## config.mk

```make
export PLATFORM = sky130hd
export DESIGN_NAME = id_pipe
export DESIGN_NICKNAME = d
export VERILOG_FILES = /design/src/rtl/id_pkg.sv /design/src/rtl/id_decode.sv /design/src/rtl/id_pipe.sv
export SDC_FILE = /design/constraint.sdc
export NUM_CORES = 1
export LEC_CHECK = 0
export BUFFER_PORTS_ARGS = -buffer_cell sky130_fd_sc_hd__buf_2
export CORE_MARGIN = 4
export CORE_UTILIZATION = 45
export CTS_CLUSTER_DIAMETER = 80
export DETAILED_ROUTE_END_ITERATION = 7
export PLACE_DENSITY = 0.74
export SKIP_CTS_REPAIR_TIMING = 1
export SYNTH_ARGS = -nofsm -noshare
export SYNTH_HDL_FRONTEND = slang
export SYNTH_SLANG_ARGS = --single-unit
```

## constraint.sdc

```tcl
create_clock -name clk -period 15.8 [get_ports clk]
set_input_delay 1.58 -clock clk [delete_from_list [all_inputs] [get_ports clk]]
set_output_delay 1.58 -clock clk [all_outputs]
set_load 0.03 [all_outputs]
```

## src/rtl/id_pkg.sv

```systemverilog
// Shared RV32I decode constants, format classification and the decoded-instruction
// bundle used by the instruction-decode pipeline stage.
package id_pkg;

   localparam logic [6:0] OPC_R      = 7'b0110011;
   localparam logic [6:0] OPC_I      = 7'b0010011;
   localparam logic [6:0] OPC_LOAD   = 7'b0000011;
   localparam logic [6:0] OPC_STORE  = 7'b0100011;
   localparam logic [6:0] OPC_BRANCH = 7'b1100011;
   localparam logic [6:0] OPC_JAL    = 7'b1101111;
   localparam logic [6:0] OPC_JALR   = 7'b1100111;
   localparam logic [6:0] OPC_LUI    = 7'b0110111;
   localparam logic [6:0] OPC_AUIPC  = 7'b0010111;

   localparam logic [2:0] F3_B    = 3'b000;
   localparam logic [2:0] F3_H    = 3'b001;
   localparam logic [2:0] F3_W    = 3'b010;
   localparam logic [2:0] F3_BU   = 3'b100;
   localparam logic [2:0] F3_HU   = 3'b101;
   localparam logic [2:0] F3_BEQ  = 3'b000;
   localparam logic [2:0] F3_BNE  = 3'b001;
   localparam logic [2:0] F3_BLT  = 3'b100;
   localparam logic [2:0] F3_BGE  = 3'b101;
   localparam logic [2:0] F3_BLTU = 3'b110;
   localparam logic [2:0] F3_BGEU = 3'b111;
   localparam logic [2:0] F3_JALR = 3'b000;

   localparam logic [6:0] F7_BASE = 7'h00;
   localparam logic [6:0] F7_ALT  = 7'h20;

   localparam logic [63:0] ZERO_WORD = '0;
   localparam logic [4:0]  ZERO_REG  = '0;

   typedef struct packed {
      logic legal;
      logic use_rs1;
      logic use_rs2;
   } fmt_t;

   // Values are carried at the widest legal XLEN; the pipe truncates to its own width.
   typedef struct packed {
      logic        reg_w_e;
      logic [4:0]  rd;
      logic        illegal;
      logic [63:0] op1;
      logic [63:0] op2;
      logic [63:0] op1_jump;
      logic [63:0] op2_jump;
      logic [63:0] rs1_data;
      logic [63:0] rs2_data;
   } dec_t;

   function automatic fmt_t classify(input logic [31:0] inst);
      fmt_t       f;
      logic [2:0] f3;
      f3 = inst[14:12];
      f  = '0;
      case (inst[6:0])
         OPC_R: begin
            f.legal   = (inst[31:25] == F7_BASE) || (inst[31:25] == F7_ALT);
            f.use_rs1 = 1'b1;
            f.use_rs2 = 1'b1;
         end
         OPC_I: begin
            f.legal   = 1'b1;
            f.use_rs1 = 1'b1;
         end
         OPC_LOAD: begin
            f.legal   = (f3 == F3_B) || (f3 == F3_H) || (f3 == F3_W) ||
                        (f3 == F3_BU) || (f3 == F3_HU);
            f.use_rs1 = 1'b1;
         end
         OPC_STORE: begin
            f.legal   = (f3 == F3_B) || (f3 == F3_H) || (f3 == F3_W);
            f.use_rs1 = 1'b1;
            f.use_rs2 = 1'b1;
         end
         OPC_BRANCH: begin
            f.legal   = (f3 == F3_BEQ) || (f3 == F3_BNE) || (f3 == F3_BLT) ||
                        (f3 == F3_BGE) || (f3 == F3_BLTU) || (f3 == F3_BGEU);
            f.use_rs1 = 1'b1;
            f.use_rs2 = 1'b1;
         end
         OPC_JAL, OPC_LUI, OPC_AUIPC: f.legal = 1'b1;
         OPC_JALR: begin
            f.legal   = (f3 == F3_JALR);
            f.use_rs1 = 1'b1;
         end
         default: f = '0;
      endcase
      if (!f.legal) begin
         f = '0;
      end
      return f;
   endfunction

endpackage

```

## src/rtl/id_decode.sv

```systemverilog
// Purely combinational RV32I decoder: source-register addresses plus the
// per-format operand / jump-operand bundle. Illegal encodings become a NOP.
module id_decode
   import id_pkg::*;
(
   input  logic [31:0] inst_i,
   input  logic [63:0] inst_addr_i,
   input  logic [63:0] rs1_data_i,
   input  logic [63:0] rs2_data_i,
   output logic [4:0]  rs1_o,
   output logic [4:0]  rs2_o,
   output dec_t        dec_o
);

   fmt_t        fmt;
   logic [63:0] imm_i;
   logic [63:0] imm_s;
   logic [63:0] imm_b;
   logic [63:0] imm_u;
   logic [63:0] imm_j;

   assign fmt   = classify(inst_i);
   assign rs1_o = fmt.use_rs1 ? inst_i[19:15] : ZERO_REG;
   assign rs2_o = fmt.use_rs2 ? inst_i[24:20] : ZERO_REG;

   assign imm_i = {{52{inst_i[31]}}, inst_i[31:20]};
   assign imm_s = {{52{inst_i[31]}}, inst_i[31:25], inst_i[11:7]};
   assign imm_b = {{51{inst_i[31]}}, inst_i[31], inst_i[7], inst_i[30:25], inst_i[11:8], 1'b0};
   assign imm_u = {{32{inst_i[31]}}, inst_i[31:12], 12'b0};
   assign imm_j = {{43{inst_i[31]}}, inst_i[31], inst_i[19:12], inst_i[20], inst_i[30:21], 1'b0};

   always_comb begin
      dec_o = '0;
      if (fmt.legal) begin
         dec_o.rs1_data = fmt.use_rs1 ? rs1_data_i : ZERO_WORD;
         dec_o.rs2_data = fmt.use_rs2 ? rs2_data_i : ZERO_WORD;
         case (inst_i[6:0])
            OPC_R: begin
               dec_o.reg_w_e = 1'b1;
               dec_o.op1     = rs1_data_i;
               dec_o.op2     = rs2_data_i;
            end
            OPC_I, OPC_LOAD: begin
               dec_o.reg_w_e = 1'b1;
               dec_o.op1     = rs1_data_i;
               dec_o.op2     = imm_i;
            end
            OPC_STORE: begin
               dec_o.op1 = rs1_data_i;
               dec_o.op2 = imm_s;
            end
            OPC_BRANCH: begin
               dec_o.op1      = rs1_data_i;
               dec_o.op2      = rs2_data_i;
               dec_o.op1_jump = inst_addr_i;
               dec_o.op2_jump = imm_b;
            end
            OPC_JAL: begin
               dec_o.reg_w_e  = 1'b1;
               dec_o.op1      = inst_addr_i;
               dec_o.op2      = 64'd4;
               dec_o.op1_jump = inst_addr_i;
               dec_o.op2_jump = imm_j;
            end
            OPC_JALR: begin
               dec_o.reg_w_e  = 1'b1;
               dec_o.op1      = inst_addr_i;
               dec_o.op2      = 64'd4;
               dec_o.op1_jump = rs1_data_i;
               dec_o.op2_jump = imm_i;
            end
            OPC_LUI: begin
               dec_o.reg_w_e = 1'b1;
               dec_o.op1     = imm_u;
            end
            OPC_AUIPC: begin
               dec_o.reg_w_e = 1'b1;
               dec_o.op1     = inst_addr_i;
               dec_o.op2     = imm_u;
            end
            default: dec_o.illegal = 1'b1;
         endcase
         dec_o.rd = dec_o.reg_w_e ? inst_i[11:7] : ZERO_REG;
      end else begin
         dec_o.illegal = 1'b1;
      end
   end

endmodule

```

## src/rtl/id_pipe.sv

```systemverilog
// ID pipeline stage: valid/ready handshake, load-use stall, flush and registered decode.
// Define ID_PIPE_FWD_EN to forward non-load EX results instead of stalling on them.
module id_pipe
   import id_pkg::*;
#(
   parameter int XLEN    = 32,
   parameter int RADDR_W = 5
) (
   input  logic               clk,
   input  logic               arst,
   input  logic               in_valid,
   output logic               in_ready,
   input  logic [31:0]        inst_i,
   input  logic [XLEN-1:0]    inst_addr_i,
   output logic [RADDR_W-1:0] reg1_r_addr_o,
   output logic [RADDR_W-1:0] reg2_r_addr_o,
   input  logic [XLEN-1:0]    reg1_r_data_i,
   input  logic [XLEN-1:0]    reg2_r_data_i,
   input  logic               flush_i,
   input  logic               ex_reg_w_e_i,
   input  logic [RADDR_W-1:0] ex_reg_w_addr_i,
   input  logic               ex_is_load_i,
   input  logic [XLEN-1:0]    ex_result_i,
   output logic               out_valid,
   input  logic               out_ready,
   output logic [31:0]        inst_o,
   output logic [XLEN-1:0]    inst_addr_o,
   output logic               reg_w_e_o,
   output logic [RADDR_W-1:0] reg_w_addr_o,
   output logic [XLEN-1:0]    op1_o,
   output logic [XLEN-1:0]    op2_o,
   output logic [XLEN-1:0]    op1_jump_o,
   output logic [XLEN-1:0]    op2_jump_o,
   output logic [XLEN-1:0]    reg1_r_data_o,
   output logic [XLEN-1:0]    reg2_r_data_o,
   output logic               illegal_o
);

   logic [4:0]      rs1;
   logic [4:0]      rs2;
   dec_t            dec;
   logic            hit1;
   logic            hit2;
   logic            stall;
   logic            accept;
   logic [XLEN-1:0] src1;
   logic [XLEN-1:0] src2;
   logic            unused_dec;

   logic               valid_q,    valid_d;
   logic [31:0]        inst_q,     inst_d;
   logic [XLEN-1:0]    addr_q,     addr_d;
   logic               w_e_q,      w_e_d;
   logic [RADDR_W-1:0] w_addr_q,   w_addr_d;
   logic [XLEN-1:0]    op1_q,      op1_d;
   logic [XLEN-1:0]    op2_q,      op2_d;
   logic [XLEN-1:0]    op1_jump_q, op1_jump_d;
   logic [XLEN-1:0]    op2_jump_q, op2_jump_d;
   logic [XLEN-1:0]    rd1_q,      rd1_d;
   logic [XLEN-1:0]    rd2_q,      rd2_d;
   logic               illegal_q,  illegal_d;

   id_decode u_decode (
      .inst_i      (inst_i),
      .inst_addr_i (64'(inst_addr_i)),
      .rs1_data_i  (64'(src1)),
      .rs2_data_i  (64'(src2)),
      .rs1_o       (rs1),
      .rs2_o       (rs2),
      .dec_o       (dec)
   );

   assign reg1_r_addr_o = RADDR_W'(rs1);
   assign reg2_r_addr_o = RADDR_W'(rs2);

   // Unused sources decode to address 0, so the nonzero test also keeps x0 out of hazards.
   assign hit1 = ex_reg_w_e_i && (ex_reg_w_addr_i != '0) && (ex_reg_w_addr_i == RADDR_W'(rs1));
   assign hit2 = ex_reg_w_e_i && (ex_reg_w_addr_i != '0) && (ex_reg_w_addr_i == RADDR_W'(rs2));

`ifdef ID_PIPE_FWD_EN
   assign stall = ex_is_load_i && (hit1 || hit2);
   assign src1  = (hit1 && !ex_is_load_i) ? ex_result_i : reg1_r_data_i;
   assign src2  = (hit2 && !ex_is_load_i) ? ex_result_i : reg2_r_data_i;
`else
   logic unused_ex;
   assign unused_ex = ^{ex_result_i, ex_is_load_i};
   assign stall = hit1 || hit2;
   assign src1  = reg1_r_data_i;
   assign src2  = reg2_r_data_i;
`endif

   assign unused_dec = ^dec;
   assign in_ready   = !arst && (!valid_q || out_ready) && !stall && !flush_i;
   assign accept     = in_valid && in_ready;

   always_comb begin
      valid_d    = valid_q;
      inst_d     = inst_q;
      addr_d     = addr_q;
      w_e_d      = w_e_q;
      w_addr_d   = w_addr_q;
      op1_d      = op1_q;
      op2_d      = op2_q;
      op1_jump_d = op1_jump_q;
      op2_jump_d = op2_jump_q;
      rd1_d      = rd1_q;
      rd2_d      = rd2_q;
      illegal_d  = illegal_q;
      if (flush_i) begin
         valid_d = 1'b0;
      end else if (accept) begin
         valid_d    = 1'b1;
         inst_d     = inst_i;
         addr_d     = inst_addr_i;
         w_e_d      = dec.reg_w_e;
         w_addr_d   = RADDR_W'(dec.rd);
         op1_d      = XLEN'(dec.op1);
         op2_d      = XLEN'(dec.op2);
         op1_jump_d = XLEN'(dec.op1_jump);
         op2_jump_d = XLEN'(dec.op2_jump);
         rd1_d      = XLEN'(dec.rs1_data);
         rd2_d      = XLEN'(dec.rs2_data);
         illegal_d  = dec.illegal;
      end else if (!valid_q || out_ready) begin
         valid_d = 1'b0;
      end
   end

   always_ff @(posedge clk or posedge arst) begin
      if (arst) begin
         valid_q    <= 1'b0;
         inst_q     <= '0;
         addr_q     <= '0;
         w_e_q      <= 1'b0;
         w_addr_q   <= '0;
         op1_q      <= '0;
         op2_q      <= '0;
         op1_jump_q <= '0;
         op2_jump_q <= '0;
         rd1_q      <= '0;
         rd2_q      <= '0;
         illegal_q  <= 1'b0;
      end else begin
         valid_q    <= valid_d;
         inst_q     <= inst_d;
         addr_q     <= addr_d;
         w_e_q      <= w_e_d;
         w_addr_q   <= w_addr_d;
         op1_q      <= op1_d;
         op2_q      <= op2_d;
         op1_jump_q <= op1_jump_d;
         op2_jump_q <= op2_jump_d;
         rd1_q      <= rd1_d;
         rd2_q      <= rd2_d;
         illegal_q  <= illegal_d;
      end
   end

   assign out_valid     = valid_q;
   assign inst_o        = inst_q;
   assign inst_addr_o   = addr_q;
   assign reg_w_e_o     = w_e_q;
   assign reg_w_addr_o  = w_addr_q;
   assign op1_o         = op1_q;
   assign op2_o         = op2_q;
   assign op1_jump_o    = op1_jump_q;
   assign op2_jump_o    = op2_jump_q;
   assign reg1_r_data_o = rd1_q;
   assign reg2_r_data_o = rd2_q;
   assign illegal_o     = illegal_q;

endmodule

```

# == Yosys cells after proc, flatten, opt, wreduce, memory -nomap -nowiden ==
# Index checks and enable logic that the tools add are counted.
# classes
n_addsub,0
n_mul,0
div,0
magnitude_cmp,0
n_eq_ne,18
shifts,0
muxes,21
bitwise_logic,1
n_reduce_logical,37
# op_table
operator,n
352-bit two-way mux,1
64-bit case mux with 5 select lines,1
96-bit case mux with 3 select lines,1
32-bit case mux with 3 select lines,1
32-bit two-way mux,2
"7-bit by 6-bit equality test with 1-bit output, second input constant",4
"7-bit equality test, second input constant",3
5-bit two-way mux,3
"7-bit by 5-bit equality test with 1-bit output, second input constant",2
"3-bit equality test, second input constant",4
1-bit logical OR,11
5-bit equality test,2
1-bit two-way mux,9
9-bit OR reduction,1
"7-bit by 2-bit equality test with 1-bit output, second input constant",1
1-bit logical AND,7
7-bit zero test,1
7-bit OR reduction,1
6-bit two-way mux,1
1-bit case mux with 6 select lines,1
2-bit OR reduction,3
3-bit OR reduction,2
6-bit OR reduction,1
5-bit nonzero test,1
other kinds (10),13
# totals
register_bits,264
latchBits,0
ramBits,0
rom_bits,0
in_bits,172
out_inout_bits,275
wordCells,89
n_memories,0

# == Depth between registers and ports, before layout ==
# Gate-level depths: netlist of the first run.
# depth
ltp_word,18
mapped_depth,12
depth_no_buf,7

# == By module ==
# Synthesis of the first run repeated with hierarchy kept, for this count alone.
# hier_totals
cells_unflattened,1358
area_unflattened_um2,14629.0
# modules_own_cells
mod,instances,cells_each,area_each_um2
id_pipe,1,582,9957.0
id_decode,1,776,4672.0

# == Least setup slack after synthesis of the first run ==
# Ideal clock, no wire load.
# synth_timing
path_type,input -> output
startpoint,input inst_i[4]
endpoint,output in_ready
arrival_ns,3.501
t_required_ns,14.220
path_slack_ns,10.719
path_stages,9
path_buffers,2
path_cell_list,buf_2 > and3b_1 > nand4_1 > nand3_2 > o31a_1 > a22oi_1 > nor2_1 > clkbuf_1 > nor2b_1
# synth_via
elab_chain_len,11
elab_cells_between_ends,26
cone_classes,eq/ne: 11; mux: 6; reduce/logical: 9
# synth_rtl
element,line_no,source
"start, declared",id_pipe.sv:13,"input logic [31:0] inst_i,"
"7-bit by 6-bit equality test with 1-bit output, or another cell as far along",id_pkg.sv:58,case (inst[6:0])
"4-bit OR reduction (no line), or another cell as far along",-,
1-bit case mux with 6 select lines or 1-bit two-way mux (tied branches),id_pkg.sv:58,
3-bit two-way mux *,id_pkg.sv:91,if (!f.legal) begin
5-bit two-way mux (on tied branches),"id_decode.sv:23, id_decode.sv:24",
5-bit equality test (on tied branches),"id_pipe.sv:77, id_pipe.sv:78",
1-bit logical AND (on tied branches),"id_pipe.sv:77, id_pipe.sv:78",
1-bit logical OR *,id_pipe.sv:87,assign stall = hit1 || hit2;
1-bit zero test *,id_pipe.sv:93,assign in_ready = !arst && (!valid_q || out_ready) && !stall && !flush_i;
1-bit logical AND * (2 in a row),id_pipe.sv:93,
"end, declared",id_pipe.sv:12,"output logic in_ready,"
# Every way passes the cells marked *; elsewhere a longest branch is shown, timed or not.

# == Worst setup path in the final report of the first run ==
# layout_timing
startpoint,input inst_i[6]
endpoint,"register op1_q[2], in the netlist op1_o[2]"
# layout_via
elab_chain_len,13
elab_cells_between_ends,32
cone_classes,eq/ne: 11; mux: 8; reduce/logical: 13
# layout_rtl
element,line_no,source
"7-bit by 6-bit equality test with 1-bit output, or another cell as far along","id_pkg.sv:58, id_decode.sv:37",
"4-bit OR reduction (no line), or another cell as far along",-,
1-bit case mux with 6 select lines or 1-bit two-way mux (tied branches),id_pkg.sv:58,
3-bit two-way mux,id_pkg.sv:91,
5-bit two-way mux (on tied branches),"id_decode.sv:23, id_decode.sv:24",
5-bit equality test (on tied branches),"id_pipe.sv:77, id_pipe.sv:78",
1-bit logical AND (on tied branches),"id_pipe.sv:77, id_pipe.sv:78",
1-bit logical OR,id_pipe.sv:87,
1-bit zero test,id_pipe.sv:93,
1-bit logical AND (2 in a row),id_pipe.sv:93,
1-bit logical AND,id_pipe.sv:94,assign accept = in_valid && in_ready;
2-bit AND reduction (no line),-,
"end signal, assigned",id_pipe.sv:149,op1_q <= op1_d;
"end, declared",id_pipe.sv:55,"logic [XLEN-1:0] op1_q, op1_d;"
# Parallel ways exist; a longest one is shown, timed or not.
# A chain may end at the register's enable or synchronous reset.

==> results of run 1 <==
==> registers in the layout, indices dropped and copies added, names as in the netlist, 5 cells and up <==
register and flops:
op1_o 32, reg1_r_data_o 32, reg2_r_data_o 32, reg_w_addr_o 5
op1_jump_o 32, op2_o 32, inst_o 32, inst_addr_o 32
op2_jump_o 21
==> per-layer routing <==
| metal | GRT usage (%) | up-vias | share of wire (%) |
|---|---|---|---|
| met5 | 0 | - | 0 |
| met4 | 10.5 | 0 | 4.1 |
| met3 | 7.62 | 97 | 10 |
| met2 | 44.0 | 676 | 46 |
| met1 | 37.3 | 5255 | 40 |
| li1 | - | 4517 | - |
==> cells in the mapped netlist (2+ instances only) <==
| library cell | n |
|---|---|
| a211oi_1 | 2 |
| a21oi_1 | 22 |
| a221oi_1 | 20 |
| a222oi_1 | 21 |
| a22oi_1 | 60 |
| and2_1 | 8 |
| and3_1 | 3 |
| and3b_1 | 3 |
| buf_2 | 24 |
| buf_4 | 11 |
| buf_6 | 11 |
| clkbuf_1 | 55 |
| dfrtp_1 | 253 |
| inv_1 | 10 |
| mux2_2 | 90 |
| mux2_4 | 86 |
| nand2_1 | 20 |
| nand2b_1 | 4 |
| nand3_1 | 79 |
| nor2_1 | 114 |
| nor2b_1 | 2 |
| nor3_1 | 7 |
| o21ai_0 | 5 |
| o21ai_1 | 2 |
| o221ai_1 | 2 |
| o22ai_1 | 4 |
| o2bb2ai_1 | 76 |
| or2_2 | 2 |
| or3_1 | 2 |
==> final cells by class <==
cell class / instances / area share (%)
Clock inverter: 5 / 0.345
Sequential cell: 253 / 41.6
Timing Repair Buffer: 429 / 14.4
Clock buffer: 40 / 5.43
Tap cell: 335 / 2.75
Inverter: 10 / 0.296
Multi-Input combinational cell: 655 / 35.3
==> worst max-delay path by stage <==
stage	cells after the start	slack, ps	endpoint
floorplan	1	7260	illegal_o
global placement	10	9100	inst_addr_o[10]
detailed placement	10	9080	inst_addr_o[15]
CTS	10	9630	inst_o[18]
global route	10	9320	inst_o[18]
finish	10	9620	op1_o[2]
==> metrics by stage <==
step | power [mW] | utilization, %
CTS | 1.58 | 57.8
finish | 1.58 | 57.8
global placement | 0.953 | 54.5
floorplan | 0.860 | -
detailed placement | 0.957 | 54.5
global route | 1.63 | 57.8
==> worst max-delay path, stage by stage <==
cell      delay, ps
buf_2           280
and3b_1         290
o21ai_0         110
a21oi_1         650
o311ai_0        480
o21ai_4         250
buf_4           560
buf_4           860
buf_4           970
mux2_2          430
==> power by group <==
group	total [mW]	internal, mW	switching [mW]
clock	0.629	0.374	0.254
combinational	0.246	0.0788	0.168
sequential	0.700	0.683	0.0166
total	1.58	1.14	0.439
==> cell families (layout without fill, tap and decap cells) <==
group                     Yosys count  count (layout)  synth area share (%)
and+or+nand+nor                   253             253                  9.59
xor gates and xnor gates            1               1                0.0719
AOI/OAI and AO/OA                 224             224                  14.7
DFF                               253             253                  51.9
buffers and inverters             111             484                  4.68
muxes                             177             177                  19.0
==> impl_results.md, run 1 <==
- Final setup viols: 0
- Number of enable-type register cells in the synthesized netlist: 0
- Initial Utilization: a little under half
- Worst Hold Class: reg2reg
- CTS root buffer: clkbuf_16
- Hold WS: 480 ps
- Sequential Area: 6330 um^2
- N_diodes: 0
- Multi-input gate area: 5370 um^2
- Failing checks: design-rule violations
- Final net count: between 1.5k and 2k
- Reg-to-Reg End: op1_o[2]
- Synth cell types: 50
- Cell total after placement: around 1.7k
- Vias in the first global route: around 11k
- Total wire length: approximately 43000 um
- Pre-CTS WS: 9080 ps
- Worst Setup SP: inst_i[6]
- Tmin final: 6180 ps
- Worst R2R Start: out_valid
- Pleak: 7.67 nW
- Max_slew headroom: roughly a quarter
- Max-slew violation count: 0
- Core Area: 26400 um^2
- Later-pin clock latency in the skew report: about 540 ps
- Synth Flop Type: dfrtp_1
- Final setup skew: about 21 ps
- Post-route ant nets: 0
- Maximum clock path buffer count: 3
- Max Cap Viol: 0
- Fin crit share: 39.1%
- Hold EP: op2_jump_o[5]
- Filler Cell Count: between 2k and 2.5k
- GR Util All Layers: 27.9%
- RSZ-0062 raised after global routing: false
- Final instance area: approximately 15000 um^2
- Async SR Flop Fraction: 100%
- DIE WIDTH: 173 um
- Sequential element share of the synthesized area: 51.9%
- Worst hold start: op2_jump_o[5]
- Ports: 447
- Most common cell after layout, fill and taps aside: buf_2
- # rows: 59
- Netlist Area Pre-Place: 12200 um^2
- Die area: 29800 um^2
- Post-DP HPWL: 29500 um
- CTS tree: done
- Post-Synthesis Cells: 1019
- Via-to-Cell Ratio: 6.11
- Initial antenna violation count: 2
- Crit Path Category: in2reg
- First-pass GRT wire length: 66200 um
- Crit end category: flop
- Most frequent cells in the layout: buf_2, dfrtp_1, nor2_1
- Layout cell share with drive strength beyond 1: a little under half
- Fin cells: 1727
- Clock-pin slew on the worst setup and hold paths: roughly 60 ps
- Crit Path Max Fanout: between 70 and 80
- Clk sink count: 253
- Setup TNS Final: 0 ps
- DRT iter0 DRCs: 1038
- Grt ovf: 0
- Die height: around 170 um
- Syn Nets: around 1.2k
- Synth warn: 0
- # H-tree levels: 1
- Largest cells by area after synthesis: dfrtp_1, mux2_4, mux2_2, o2bb2ai_1, a22oi_1
- Crit path DAT: 6600 ps
- CTS Buf Count: 28
- Synth Area per Inst: 12.0 um^2
- Synth area leader: dfrtp_1
- Crit path launch type: input port
- Worst slew pin tran: approximately 1200 ps
- FF-to-FF path depth: 8
- Yosys reg bits: 253
- Worst Path Required: around 16000 ps
- Layout area overhead: 25.0%
- Placer Congestion: 0.889
- Largest net degree at the start of global routing: 120
- Via count: 10.5k
- Hold Fails Final Rpt: 0
- Status: finished with violations
- Placed inst area: ~14000 um^2
- Cell Pwr Density: just over 100 nW/um^2
- R2R setup slack: 11690 ps
- DR pass1 iterations: 8
- Share of the synthesized area in the top cell type: 51.9%
- Hold Path Depth: 1
- Fmax: 162 MHz
- Worst Slack Setup Final: 9620 ps
- Average wire per standard cell: 25.1 um
- Remaining DRCs: 2
- Port Buffer Count: approximately 410
- Max IR drop VDD: 0.0814 mV
No activity file was read; power rests on OpenSTA's default activity.
==> run 2: changes to the inputs <==
- clock period: 15.8 -> 5.9 ns (I/O delays scaled with it)
==> impl_results.md, run 2 (same netlist as run 1, synthesis figures left out) <==
- Status: finished with violations
- Failing checks: design-rule violations
- Layout area overhead: 25.4%
- Hold Fails Final Rpt: 0
- Max Cap Viol: 0
- Worst Setup SP: inst_i[6]
- Clock-pin slew on the worst setup and hold paths: 60 ps
- Most frequent cells in the layout: buf_2, dfrtp_1, nor2_1
- Worst Path Required: 5310 ps
- Via count: 10.4k
- Remaining DRCs: 8
- Placer Congestion: 0.857
- Tmin final: 3860 ps
- # H-tree levels: 1
- Final instance area: approximately 15000 um^2
- Cell chain of the critical path: buf_2, and3b_1, o21ai_0, a21oi_1, o211ai_1, a22oi_1, nor2_4, nor2b_1, buf_2
- Pleak: just under 8 nW
- Initial Utilization: between 40% and 50%
- Via-to-Cell Ratio: 6.02
- Largest net degree at the start of global routing: 143
- Average wire per standard cell: between 20 and 25 um
- Initial antenna violation count: 2
- Later-pin clock latency in the skew report: 540 ps
- FF-to-FF path depth: 6
- RSZ-0062 raised after global routing: false
- Crit path launch type: input port
- Final setup skew: slightly above 7 ps
- Die height: 173 um
- Crit path DAT: 3270 ps
- Setup TNS Final: 0 ps
- CTS root buffer: clkbuf_16
- Port Buffer Count: ~410
- CTS Buf Count: 28
- Delay of the slowest critical-path stage: 680 ps
- Final net count: 1550
- Crit Path Max Fanout: 15
- Max IR drop VDD: 0.224 mV
- Crit Path Category: in2out
- First-pass GRT wire length: ~66000 um
- Cell Pwr Density: 279 nW/um^2
- Fin crit share: 65.5%
- Fmax: 259 MHz
- Worst slew pin tran: about 1200 ps
- DRT iter0 DRCs: 1042
- R2R setup slack: 3380 ps
- Vias in the first global route: 10.7k
- Final setup viols: 0
- Reg-to-Reg End: op1_jump_o[28]
- Hold WS: 180 ps
- Power Total: 4.27 mW
- CP max-delay cell: a21oi_1
- Die area: 29800 um^2
- Placed inst area: 14400 um^2
- CP dominant cell by count: buf_2
- Max_slew headroom: 22.6%
- Clk sink count: 253
- GR Util All Layers: 27.8%
- Most common cell after layout, fill and taps aside: buf_2
- Post-DP HPWL: about 29000 um
- # rows: 59
- Worst R2R Start: out_valid
- Maximum clock path buffer count: 3
- Layout cell share with drive strength beyond 1: 47.6%
- Crit end category: output pin
- DIE WIDTH: 173 um
- Core Area: between 20000 and 30000 um^2
- Post-route ant nets: 0
- CTS tree: done
- Final design utilization: 58.0%
- DR pass1 iterations: 8
- Worst Hold Class: in2async
- Total wire length: 43200 um
- Ports: 447
- Grt ovf: 0
- Max-slew violation count: 0
## run 2: stage by stage
stage	setup slack (ps)	instances
after detailed placement	1870	1683
after CTS	2070	1731
after global routing	1890	1732
after global placement	1980	1683
after floorplan	1980	1019
final	2040	1732
## run 2: worst max path at each step
stage | to | slack [ps]
6_report | in_ready | 2040
4_1_cts | in_ready | 2070
3_5_place_dp | inst_addr_o[24] | 1870
2_1_floorplan | illegal_o | 1980
5_1_grt | in_ready | 1890
3_3_place_gp | op1_o[19] | 1980
## run 2: power by group
part	switching [mW]	leakage, nW	internal, mW	total [mW]
Sequential	0.0427	3.39	1.83	1.87
Clock	0.710	0.441	1.03	1.74
Combinational	0.445	3.86	0.213	0.658
Total	1.20	7.69	3.07	4.27
## run 2: final cells by class
type                            count  area, um^2
Clock inverter                      9         100
Fill cell                        2185       11100
Antenna cell                        1        2.50
Timing Repair Buffer              430        2220
Tap cell                          335         419
Sequential cell                   253        6330
Multi-Input combinational cell    655        5370
Inverter                           10        41.3
Clock buffer                       39         803
## run 2: critical path: cells and delay by family
kind                   cells  cell delay, ps
buffers and inverters      2             480
AOI/OAI and AO/OA          4            1490
and+or+nand+nor            3             700
## run 2: layer usage
| metal | vias to the layer above | part of all wire (%) | track usage, % |
|---|---|---|---|
| li1 | 4509 | - | - |
| met1 | 5188 | 39 | 36.4 |
| met2 | 616 | 46 | 44.3 |
| met3 | 110 | 10 | 7.38 |
| met4 | 0 | 4.5 | 11.6 |
| met5 | - | 0 | 0 |
==> run 3: changes to the inputs <==
- PLACE_DENSITY: 0.74 -> 0.77
- clock period: 5.9 -> 3.1 ns (I/O delays scaled with it)
==> impl_results.md, run 3 (same netlist as run 1, synthesis figures left out) <==
- Vias in the first global route: between 10k and 15k
- # rows: 59
- Final setup viols: 0
- Filler Cell Count: ~2.1k
- Hold WS: -6.39 ps
- Crit path launch type: input port
- Final net count: about 1.6k
- DR pass1 iterations: 8
- Cell total after placement: approximately 1.7k
- Worst Hold Class: in2async
- Clk sink count: 253
- Clock-pin slew on the worst setup and hold paths: approximately 60 ps
- Tmin final: 2870 ps
- DRT iter0 DRCs: 1125
- Fin crit share: around 92%
- CTS Buf Count: 26
- # H-tree levels: 1
- DIE WIDTH: 173 um
- Final instance area: between 15000 and 20000 um^2
- Crit end category: output pin
- Grt ovf: 0
- Maximum clock path buffer count: 3
- Crit Path Category: in2out
- Max-slew violation count: 0
- Average wire per standard cell: roughly 25 um
- Hold Fails Final Rpt: 5
- Port Buffer Count: 413
- Largest net degree at the start of global routing: 77
- Crit Path Max Fanout: 15
- Most frequent cells in the layout: buf_2, dfrtp_1, nor2_1
- Pleak: roughly 7.9 nW
- Placed inst area: 14900 um^2
- Die area: roughly 30000 um^2
- First-pass GRT wire length: 69100 um
- N_diodes: 0
- Layout cell share with drive strength beyond 1: between 40% and 50%
- RSZ-0062 raised after global routing: false
- Post-route ant nets: 0
- Failing checks: negative hold slack
- Cell Pwr Density: 499 nW/um^2
- Layout area overhead: 28.6%
- CTS root buffer: clkbuf_16
- Initial antenna violation count: 1
- Worst slew pin tran: 1020 ps
- Power Total: 7.83 mW
- Later-pin clock latency in the skew report: 530 ps
- Max IR drop VDD: 0.349 mV
- Via count: 10.9k
- Total wire length: ~45000 um
- Max_slew headroom: 32.2%
- Core Area: 26400 um^2
- Worst Path Required: 2790 ps
- Max Cap Viol: 0
- Die height: 173 um
- Fin cells: 1771
- Fmax: 349 MHz
- Post-DP HPWL: between 30000 and 40000 um
- Crit path DAT: 2560 ps
- Via-to-Cell Ratio: 6.16
- Initial Utilization: 46.2%
- Status: finished with violations
- Final design utilization: between 50% and 60%
- Ports: 447
- Remaining DRCs: 0
- Most common cell after layout, fill and taps aside: buf_2
- Placer Congestion: between 0.8 and 0.9
- GR Util All Layers: 29.2%
- CTS tree: done
- Final setup skew: about 11 ps
run 3: path summary, 6_finish.rpt:
| kind | end | cells past startpoint | slack, ps | start |
|---|---|---|---|---|
| setup reg to reg | reg1_r_data_o[14] | 6 | 830 | out_valid |
| max in group asynchronous | op2_jump_o[12] | 3 | 2260 | arst |
| hold / removal | inst_o[21] | 2 | -6 | arst |
| hold reg to reg | reg1_r_data_o[29] | 1 | 490 | reg1_r_data_o[29] |
| setup / recovery | in_ready | 9 | 230 | inst_i[6] |
| min in group clk | out_valid | 2 | 30 | flush_i |
run 3: metal layers:
metal / global-route usage, % / routed length (um) / vias up
met5: 0 / 13 / -
met4: 11.4 / 2040 / 2
met3: 6.97 / 4520 / 134
met2: 47.4 / 21300 / 702
met1: 38.3 / 17300 / 5462
li1: - / - / 4603
run 3: power by group:
part	internal (mW)	switching [mW]	total, mW
combinational	0.446	0.869	1.32
clock	1.65	1.29	2.94
sequential	3.48	0.0932	3.58
run 3: worst max-delay path, stage by stage:
cell and delay [ps]:
buf_2 270, and3b_1 260, nand4_1 250, nand3_2 160
o311ai_0 680, buf_4 240, nor2_4 60, nor2b_1 120
buf_2 200
run 3: area by class of cell:
cell class / count / area [um^2] / share of cell area (%)
clock inverter: 3 / 15.0 / 0.0958
timing repair buffer: 477 / 2750 / 17.5
clock buffer: 38 / 747 / 4.77
tap: 335 / 419 / 2.67
inverter: 10 / 41.3 / 0.263
multi-input combinational: 655 / 5370 / 34.3
sequential: 253 / 6330 / 40.4
run 3: per-stage QoR:
step	worst slack [ps]	setup TNS [ps]
after floorplan	-540	-136530
after global placement	169	0
after detailed placement	97.1	0
after CTS	262	0
after global routing	67.0	0
final	234	0
